<file path="src/rtl/tick_pkg.sv">
// tick_pkg: shared definitions for the tick scheduler slice.
//   - sched_state_t : engine state encoding (IDLE / RUN / DONE)
//   - TICK_DIV_SIM / TICK_DIV_SILICON : default clocks-per-tick for the
//     simulation build (1 us at 50 MHz) and the silicon build (1 s at 50 MHz)
package tick_pkg;

    typedef enum logic [1:0] {
        ST_IDLE = 2'd0,
        ST_RUN  = 2'd1,
        ST_DONE = 2'd2
    } sched_state_t;

    localparam int TICK_DIV_SIM     = 50;
    localparam int TICK_DIV_SILICON = 50_000_000;

endpackage

</file>
<file path="src/rtl/tick_scheduler_if.sv">
// tick_scheduler_if: requester-side bundle of the shared delay engine.
//   req    : per-requester request level
//   dly    : packed per-requester delays, slice i = dly[i*DLY_W +: DLY_W]
//   busy   : one-hot owner of the engine
//   done   : one-cycle completion pulse to the owner
//   active : engine not idle
//   remain : ticks left for the current owner (0 when idle)
// Modports: master = requester side, slave = scheduler side.
interface tick_scheduler_if #(
    parameter int N_REQ = 4,
    parameter int DLY_W = 8
) ();

    logic [N_REQ-1:0]       req;
    logic [N_REQ*DLY_W-1:0] dly;
    logic [N_REQ-1:0]       busy;
    logic [N_REQ-1:0]       done;
    logic                   active;
    logic [DLY_W-1:0]       remain;

    modport master (
        output req,
        output dly,
        input  busy,
        input  done,
        input  active,
        input  remain
    );

    modport slave (
        input  req,
        input  dly,
        output busy,
        output done,
        output active,
        output remain
    );

endinterface

</file>
<file path="src/rtl/tick_prescaler.sv">
// tick_prescaler: divides clk down to a single-cycle tick strobe.
// Ports:
//   clk     in  system clock
//   reset_n in  asynchronous active-low reset
//   clear   in  restart the count at 0 on the next edge
//   enable  in  count this cycle
//   tick    out high while enabled and the count is at TICK_DIV-1
module tick_prescaler #(
    parameter int TICK_DIV = 50
) (
    input  logic clk,
    input  logic reset_n,
    input  logic clear,
    input  logic enable,
    output logic tick
);

    localparam int TICK_W = (TICK_DIV > 1) ? $clog2(TICK_DIV) : 1;
    localparam logic [TICK_W-1:0] CNT_LAST = TICK_W'(TICK_DIV - 1);

    logic [TICK_W-1:0] cnt_q;

    assign tick = enable && (cnt_q == CNT_LAST);

    always_ff @(posedge clk or negedge reset_n) begin
        if (!reset_n) begin
            cnt_q <= '0;
        end else if (clear) begin
            cnt_q <= '0;
        end else if (enable) begin
            cnt_q <= tick ? '0 : cnt_q + TICK_W'(1);
        end
    end

endmodule

</file>
<file path="src/rtl/tick_scheduler.sv">
// tick_scheduler: time-shares one prescaler + down-counter between N_REQ
// requesters. A round-robin arbiter hands the engine to one requester,
// which receives a one-cycle done pulse after its requested number of ticks.
// Ports:
//   clk     in  system clock, rising edge
//   reset_n in  asynchronous active-low reset
//   bus     slave side of tick_scheduler_if (req/dly in; busy/done/active/remain out)
module tick_scheduler
    import tick_pkg::*;
#(
    parameter int N_REQ    = 4,
    parameter int DLY_W    = 8,
    parameter int TICK_DIV = TICK_DIV_SIM
) (
    input logic             clk,
    input logic             reset_n,
    tick_scheduler_if.slave bus
);

    localparam int OWN_W = (N_REQ > 1) ? $clog2(N_REQ) : 1;

    sched_state_t     state_q, state_d;
    logic [OWN_W-1:0] owner_q, owner_d;
    logic [OWN_W-1:0] ptr_q, ptr_d;
    logic [DLY_W-1:0] remain_q, remain_d;
    logic             grant;
    logic             tick;
    logic             run_en;
    logic [OWN_W:0]   pick;
    logic [DLY_W-1:0] pick_dly;

    // Returns {found, index} of the first requester at or after ptr.
    // Scanning offsets from the far end downwards lets the nearest hit win.
    function automatic logic [OWN_W:0] rr_pick(input logic [N_REQ-1:0] r,
                                               input logic [OWN_W-1:0] ptr);
        logic [OWN_W:0]   res;
        logic [OWN_W-1:0] sel;
        res = '0;
        for (int i = N_REQ - 1; i >= 0; i--) begin
            sel = OWN_W'((int'(ptr) + i) % N_REQ);
            if (r[sel]) begin
                res = {1'b1, sel};
            end
        end
        return res;
    endfunction

    function automatic logic [OWN_W-1:0] next_idx(input logic [OWN_W-1:0] idx);
        return (idx == OWN_W'(N_REQ - 1)) ? '0 : idx + OWN_W'(1);
    endfunction

    assign pick     = rr_pick(bus.req, ptr_q);
    assign pick_dly = bus.dly[int'(pick[OWN_W-1:0]) * DLY_W +: DLY_W];
    assign run_en   = (state_q == ST_RUN);

    tick_prescaler #(
        .TICK_DIV (TICK_DIV)
    ) u_prescaler (
        .clk     (clk),
        .reset_n (reset_n),
        .clear   (grant),
        .enable  (run_en),
        .tick    (tick)
    );

    always_comb begin
        state_d  = state_q;
        owner_d  = owner_q;
        ptr_d    = ptr_q;
        remain_d = remain_q;
        grant    = 1'b0;
        case (state_q)
            ST_IDLE: begin
                remain_d = '0;
                if (pick[OWN_W]) begin
                    grant    = 1'b1;
                    owner_d  = pick[OWN_W-1:0];
                    remain_d = pick_dly;
                    state_d  = (pick_dly != '0) ? ST_RUN : ST_DONE;
                end
            end
            ST_RUN: begin
                // Withdrawal takes precedence over a coincident final tick.
                if (!bus.req[owner_q]) begin
                    state_d  = ST_IDLE;
                    remain_d = '0;
                    ptr_d    = next_idx(owner_q);
                end else if (tick) begin
                    remain_d = remain_q - DLY_W'(1);
                    if (remain_q == DLY_W'(1)) begin
                        state_d = ST_DONE;
                    end
                end
            end
            ST_DONE: begin
                state_d = ST_IDLE;
                ptr_d   = next_idx(owner_q);
            end
            default: begin
                state_d  = ST_IDLE;
                remain_d = '0;
            end
        endcase
    end

    always_ff @(posedge clk or negedge reset_n) begin
        if (!reset_n) begin
            state_q  <= ST_IDLE;
            owner_q  <= '0;
            ptr_q    <= '0;
            remain_q <= '0;
        end else begin
            state_q  <= state_d;
            owner_q  <= owner_d;
            ptr_q    <= ptr_d;
            remain_q <= remain_d;
        end
    end

    // Outputs are decoded from registered state only.
    always_comb begin
        bus.busy = '0;
        bus.done = '0;
        if (state_q != ST_IDLE) begin
            bus.busy[owner_q] = 1'b1;
        end
        if (state_q == ST_DONE) begin
            bus.done[owner_q] = 1'b1;
        end
    end

    assign bus.active = (state_q != ST_IDLE);
    assign bus.remain = remain_q;

    a_busy_onehot: assert property (@(posedge clk) disable iff (!reset_n)
        $onehot0(bus.busy));
    a_done_onehot: assert property (@(posedge clk) disable iff (!reset_n)
        $onehot0(bus.done));
    a_done_owner: assert property (@(posedge clk) disable iff (!reset_n)
        ((bus.done & ~bus.busy) == '0));

endmodule

</file>
<file path="src/flat_wrapper.sv">
// flat-port wrapper written by rule: the top's interface ports become plain ports
module tick_scheduler_flat import tick_pkg::*;
#(
    parameter int N_REQ    = 4,
    parameter int DLY_W    = 8,
    parameter int TICK_DIV = TICK_DIV_SIM
)
  (clk, reset_n, bus_req, bus_dly, bus_busy, bus_done, bus_active, bus_remain);
  tick_scheduler_if #(.N_REQ(N_REQ), .DLY_W(DLY_W)) bus_i ();
  input logic clk;
  input logic reset_n;
  input wire logic [$bits(bus_i.req)-1:0] bus_req;
  input wire logic [$bits(bus_i.dly)-1:0] bus_dly;
  output wire logic [$bits(bus_i.busy)-1:0] bus_busy;
  output wire logic [$bits(bus_i.done)-1:0] bus_done;
  output wire logic [$bits(bus_i.active)-1:0] bus_active;
  output wire logic [$bits(bus_i.remain)-1:0] bus_remain;
  assign bus_i.req = bus_req;
  assign bus_i.dly = bus_dly;
  assign bus_busy = bus_i.busy;
  assign bus_done = bus_i.done;
  assign bus_active = bus_i.active;
  assign bus_remain = bus_i.remain;
  tick_scheduler #(.N_REQ(N_REQ), .DLY_W(DLY_W), .TICK_DIV(TICK_DIV)) u_core (.clk(clk), .reset_n(reset_n), .bus(bus_i));
endmodule
</file>
<file path="config.mk">
export PLATFORM = sky130hd
export DESIGN_NAME = tick_scheduler_flat
export DESIGN_NICKNAME = d
export VERILOG_FILES = /design/src/rtl/tick_pkg.sv /design/src/rtl/tick_scheduler_if.sv /design/src/rtl/tick_prescaler.sv /design/src/rtl/tick_scheduler.sv /design/src/flat_wrapper.sv
export SDC_FILE = /design/constraint.sdc
export NUM_CORES = 1
export LEC_CHECK = 0
export ABC_CLOCK_PERIOD_IN_PS = 6000
export CORE_MARGIN = 4
export CORE_UTILIZATION = 49
export DETAILED_ROUTE_END_ITERATION = 10
export PLACE_DENSITY = 0.91
export RECOVER_POWER = 100
export SYNTH_ARGS = -nofsm -noshare
export SYNTH_HDL_FRONTEND = slang
export SYNTH_SLANG_ARGS = --single-unit
</file>
<file path="constraint.sdc">
create_clock -name clk -period 6 [get_ports clk]
set_input_delay 0.6 -clock clk [delete_from_list [all_inputs] [get_ports clk]]
set_output_delay 0.6 -clock clk [all_outputs]
set_load 0.05 [all_outputs]
</file>
# --- Yosys cells after proc, flatten, opt, wreduce, memory -nomap -nowiden ---
# Cells that the tools add are included.
word_totals:
  register_bits: 20
  wordCells: 75
  input_bits: 38
  output_inout_bits: 17
classes:
  muxes: 36
  n_eq_ne: 9
  order_cmp: 6
  n_reduce_logical: 11
  add_sub_neg: 6
  n_shift: 1
  bitwise_logic: 1
op_table:
  columns: ["cell", "count"]
  rows:
  - ["indexed part select 32 x 6 -> 8 bit", 1]
  - ["two-way mux 8 bit", 3]
  - ["one-hot mux 8 bit (3 select lines)", 1]
  - ["two-way mux 6 bit", 3]
  - ["less-than comparator 2 x 3 -> 1 bit, second input constant", 5]
  - ["two-way mux 2 bit", 7]
  - ["two-way mux 3 bit", 4]
  - ["binary-select mux 1 bit (select 2 bit)", 5]
  - ["equality test 8 x 1 -> 1 bit, second input constant", 1]
  - ["two-way mux 1 bit", 8]
  - ["two-way mux 4 bit", 2]
  - ["one-hot mux 2 bit (2 select lines)", 2]
  - ["nonzero test 8 bit", 1]
  - ["subtractor 8 x 1 -> 8 bit, second input constant", 1]
  - ["adder 6 x 1 -> 6 bit, second input constant", 1]
  - ["equality test 6 bit, second input constant", 1]
  - ["inequality test 3 bit, second input constant", 2]
  - ["AND reduction 2 bit", 3]
  - ["nonzero test 2 bit", 3]
  - ["adder 2 x 1 -> 2 bit, second input constant", 2]
  - ["adder 2 bit, second input constant", 2]
  - ["equality test 2 bit, second input constant", 2]
  - ["AND reduction 3 bit", 1]
  - ["demux 1 bit (select 2 bit)", 1]
  - ["other kinds (7)", 8]

# --- Logic depth before layout (Yosys ltp) ---
depth:
  depth_word: 12
  depth_mapped: 8
  depth_no_buf: 8

# --- By module ---
# Synthesis repeated with hierarchy kept, for this count alone.
unflattened:
  hier_cells: 200
  hier_area_um2: 1754.2
by_module_without_submodules:
  columns: ["mod", "n_inst", "area_each_um2", "seq_area_each_um2", "cells_per_inst"]
  rows:
  - ["tick_scheduler", 1, 1380.1, 350.3, 158]
  - ["tick_prescaler", 1, 374.1, 150.1, 42]

# --- Least setup slack after synthesis ---
# OpenSTA, ideal clock, no wires.
synth_path:
  path_kind: "input to register"
  from: "input port bus_req[3]"
  to: "register u_core.state_q[1]"
  cell_stages: 8
  path_buffers: 1
  setup_slack_ns: 3.741
  required_ns: 5.933
  arrival_time_ns: 2.191
  setup_ns: 0.067
  cell_sequence: "nand2b_1 -> a211o_2 -> buf_6 -> and3_1 -> a211oi_2 -> o22ai_1 -> nor4_2 -> a32o_1"
synth_between:
  elab_chain_cells: 11
  elab_cells_between_ends: 24
  cone_classes: "3 x eq/ne; 1 x shift; 18 x mux; 2 x reduce/logical"
synth_lines:
  columns: ["element", "line_no", "source"]
  rows:
  - ["start, declared", "flat_wrapper.sv:12", "input wire logic [$bits(bus_i.req)-1:0] bus_req;"]
  - ["binary-select mux 1 bit (select 2 bit)", "tick_scheduler.sv:41", "if (r[sel]) begin"]
  - ["two-way mux 1 bit (not written as such)", "tick_scheduler.sv:41", null]
  - ["two-way mux 3 bit (4 in series)", "tick_scheduler.sv:41", null]
  - ["indexed part select 32 x 6 -> 8 bit", "tick_scheduler.sv:53", "assign pick_dly = bus.dly[int'(pick[OWN_W-1:0]) * DLY_W +: DLY_W];"]
  - ["nonzero test 8 bit", "tick_scheduler.sv:79", "state_d = (pick_dly != '0) ? ST_RUN : ST_DONE;"]
  - ["two-way mux 2 bit", "tick_scheduler.sv:79", null]
  - ["two-way mux 2 bit", "tick_scheduler.sv:75", "if (pick[OWN_W]) begin"]
  - ["one-hot mux 2 bit (2 select lines)", "tick_scheduler.sv:72", "case (state_q)"]
  - ["end signal, assigned", "tick_scheduler.sv:113", "state_q <= state_d;"]
  - ["end, declared", "tick_scheduler.sv:22", "sched_state_t state_q, state_d;"]
# Parallel ways exist; a longest one is shown, timed or not. The select of a mux whose other input is x is not followed.
# A chain may end at the register's enable or synchronous reset.

# --- Final worst setup path ---
# Ends and elaborated chain as after synthesis.

==> impl_metrics.yaml <==
worst_setup_path:
  crit_type: "in -> reg"
  critPathRequiredTime_ns: 6.26
  cp_max_fo: 18
  end_kind: "register"
  start_kind: "input pin"
  arrival_ns: 3.50
status:
  status: "finished clean"
final_layout:
  mostFrequentLayoutCells: "clkdlybuf4s50_1 (35), o21ai_0 (20), dfrtp_1 (20)"
  drive_gt1_share_pct: 4.51
  nets: 291
  layout_commonest_cell: "clkdlybuf4s50_1"
  post-route-util_pct: 71.0
  fin_area_um2: 2200
  layout-area-overhead-vs-synth_pct: 36.3
  antennaDiodeCount: 0
clocking:
  cts_buffers: 3
  clockBufferDepth: 2
  cts.sinks: 20
  cts_tree: "done"
  clockRootBuffer: "clkbuf_4"
  post_cts_buffers: 0
  hold_buffers: 0
  clock_latency_ns: 0.32
  clk_pin_slew_ns: 0.12
  post_cts_resized: 0
  h-tree-depth: 1
power:
  ir_drop_mv: 0.199
  power_per_cell_area_nw_per_um2: 453
  leakage_nw: 0.960
global_routing:
  overflow: 0
  grt_antenna_before_repair: 0
  grt_usage_pct: 20.9
  grt_pass1_vias: 1592
  grt_pass1_wl_mm: 6.96
  grt_max_degree: 21
yosys:
  ys.flop_type: "dfrtp_1"
  synthDistinctLibCells: 42
  synth_compound_gate_area_share_pct: 26.3
  synthXorXnorAreaFrac_pct: 2.17
  syn_nets: 238
  yosys.area.top_type_share_pct: 31.0
  yosys.area.top_type: "dfrtp_1"
  ys_warn_count: 0
  synthSimpleGateAreaFrac_pct: 27.9
  ys_ff_latch: 20
  synth_top_family_by_area: "simple AND/OR/NAND/NOR gates"
  ys_top_cells_by_area: "dfrtp_1 (31%), and3_1 (7.4%), ha_1 (6.2%)"
  synthMuxAreaShare_pct: 2.71
  avgSynthCellArea_um2: 8.42
  synth-adder-area-share_pct: 6.19
  mappedNetlistArea_um2: 1620
  async_reset_ff_share_pct: 100
  syn_inst: 192
  synth_edf_count: 0
  yosysSeqAreaShare_pct: 31.0
placed_design:
  routabilityCongestion: 0.837
  place_area_um2: 2180
  port_buffers: 54
  dp_hpwl_mm: 3.47
timing:
  tightest_slew_ns: 0.880
  hold_violations: 0
  rsz0062_at_grt: "no"
  clock.fmax_mhz: 309
  finalSetupViolations: 0
  max_slew_margin_pct: 41.1
  finalCritPeriodShare_pct: 54.0
  period_minus_slack_ns: 3.24
  slew_viol_final: 0
  setup_tns_ns: 0
  skew_ns: 0.00469
floorplan:
  die-width_um: 65.4
  die_y_um: 65.4
  start_util_pct: 52.1
  dieArea_um2: 4280
  coreArea_um2: 3100
  num_rows: 20
  io_pins: 55
route:
  drtIter0Drc: 144
  finalWirelength_mm: 4.23
  wire_per_inst_um: 14.7
  drc: 0
  viasPerCell: 5.82
  antenna_left: 0
  drt_pass1_iterations: 4
  num_vias: 1676
min_path:
  worst_hold_path_type: "reg -> reg"
job:
  cap_viol_max_count: 0
[sequential cells by signal (all words and copies together) (netlist names)]
register	flops
u_core.u_prescaler.cnt_q	6
u_core.bus.remain	8
u_core.owner_q	2
u_core.ptr_q	2
u_core.state_q	2
[per-stage QoR]
step | hold slack (ns) | setup slack (ns) | total power, W | cells
floorplan | 0.304 | 3.74 | 0.000743 | 192
global placement | 0.490 | 3.04 | 0.000912 | 284
detailed placement | 0.517 | 2.88 | 0.000935 | 284
CTS | 0.533 | 3.23 | 0.00102 | 288
global route | 0.563 | 2.53 | 0.00108 | 288
finish | 0.536 | 2.76 | 0.000999 | 288
[logic make-up after synthesis]
logic type,Yosys count
buf+inv,13
flops,20
xor+xnor,4
compound gates,60
fa+ha+maj,8
simple gates,84
mux,3
[final cells by class]
type                            instances  area, µm²
Clock buffer                            4       36.3
Tap cell                               44       55.1
Multi-Input combinational cell        159       1040
Timing Repair Buffer                   54        541
Fill cell                             244        900
Sequential cell                        20        500
Inverter                                7       26.3
[cell usage after synthesis (3+ instances only)]
cell type  number
a211oi_2        4
and2_1          4
nor2_1         12
and3_1         19
o22ai_1         5
a211oi_1       12
dfrtp_1        20
ha_1            8
nor3_1          5
inv_1           7
o21ai_0        20
o21bai_1        3
o32a_1          4
nor2b_1         6
nand3_1         3
clkbuf_1        4
nand2b_1        5
nand2_1        19
[metal layers]
metal | share of wire, % | track usage [%] | vias up
li1 | - | - | 824
met1 | 45 | 26.0 | 788
met2 | 46 | 34.0 | 51
met3 | 4.3 | 2.91 | 13
met4 | 4.1 | 13.0 | 0
met5 | 0 | 0 | -
[power by group]
part	total [W]	switching, W	internal [W]
Sequential	0.000257	0.0000698	0.000187
Clock	0.0000820	0.0000449	0.0000371
Combinational	0.000660	0.000408	0.000252
Total	0.000999	0.000523	0.000476
[path summary, 6_finish.rpt]
check,start,end,slack (ns),cells past startpoint
setup / recovery,bus_req[3],u_core.state_q[1]$_DFFE_PN0P_,2.76,7
hold / removal,u_core.u_prescaler.cnt_q[5]$_DFFE_PN0P_,u_core.u_prescaler.cnt_q[5]$_DFFE_PN0P_,0.54,1
setup reg to reg,u_core.ptr_q[1]$_DFFE_PN0P_,u_core.state_q[1]$_DFFE_PN0P_,3.41,7
hold reg to reg,u_core.u_prescaler.cnt_q[5]$_DFFE_PN0P_,u_core.u_prescaler.cnt_q[5]$_DFFE_PN0P_,0.54,1
max in group asynchronous,reset_n,u_core.bus.remain[4]$_DFFE_PN0P_,4.63,1
min in group asynchronous,reset_n,u_core.u_prescaler.cnt_q[2]$_DFFE_PN0P_,0.83,1
[critical path, stage by stage]
cell,delay [ns]
dlygate4sd3_1,0.59
or2_0,0.54
nand2_1,0.52
a211oi_1,0.50
o22ai_1,0.15
nor4_1,0.37
a32o_1,0.22
(Power assumes the default switching activity.)
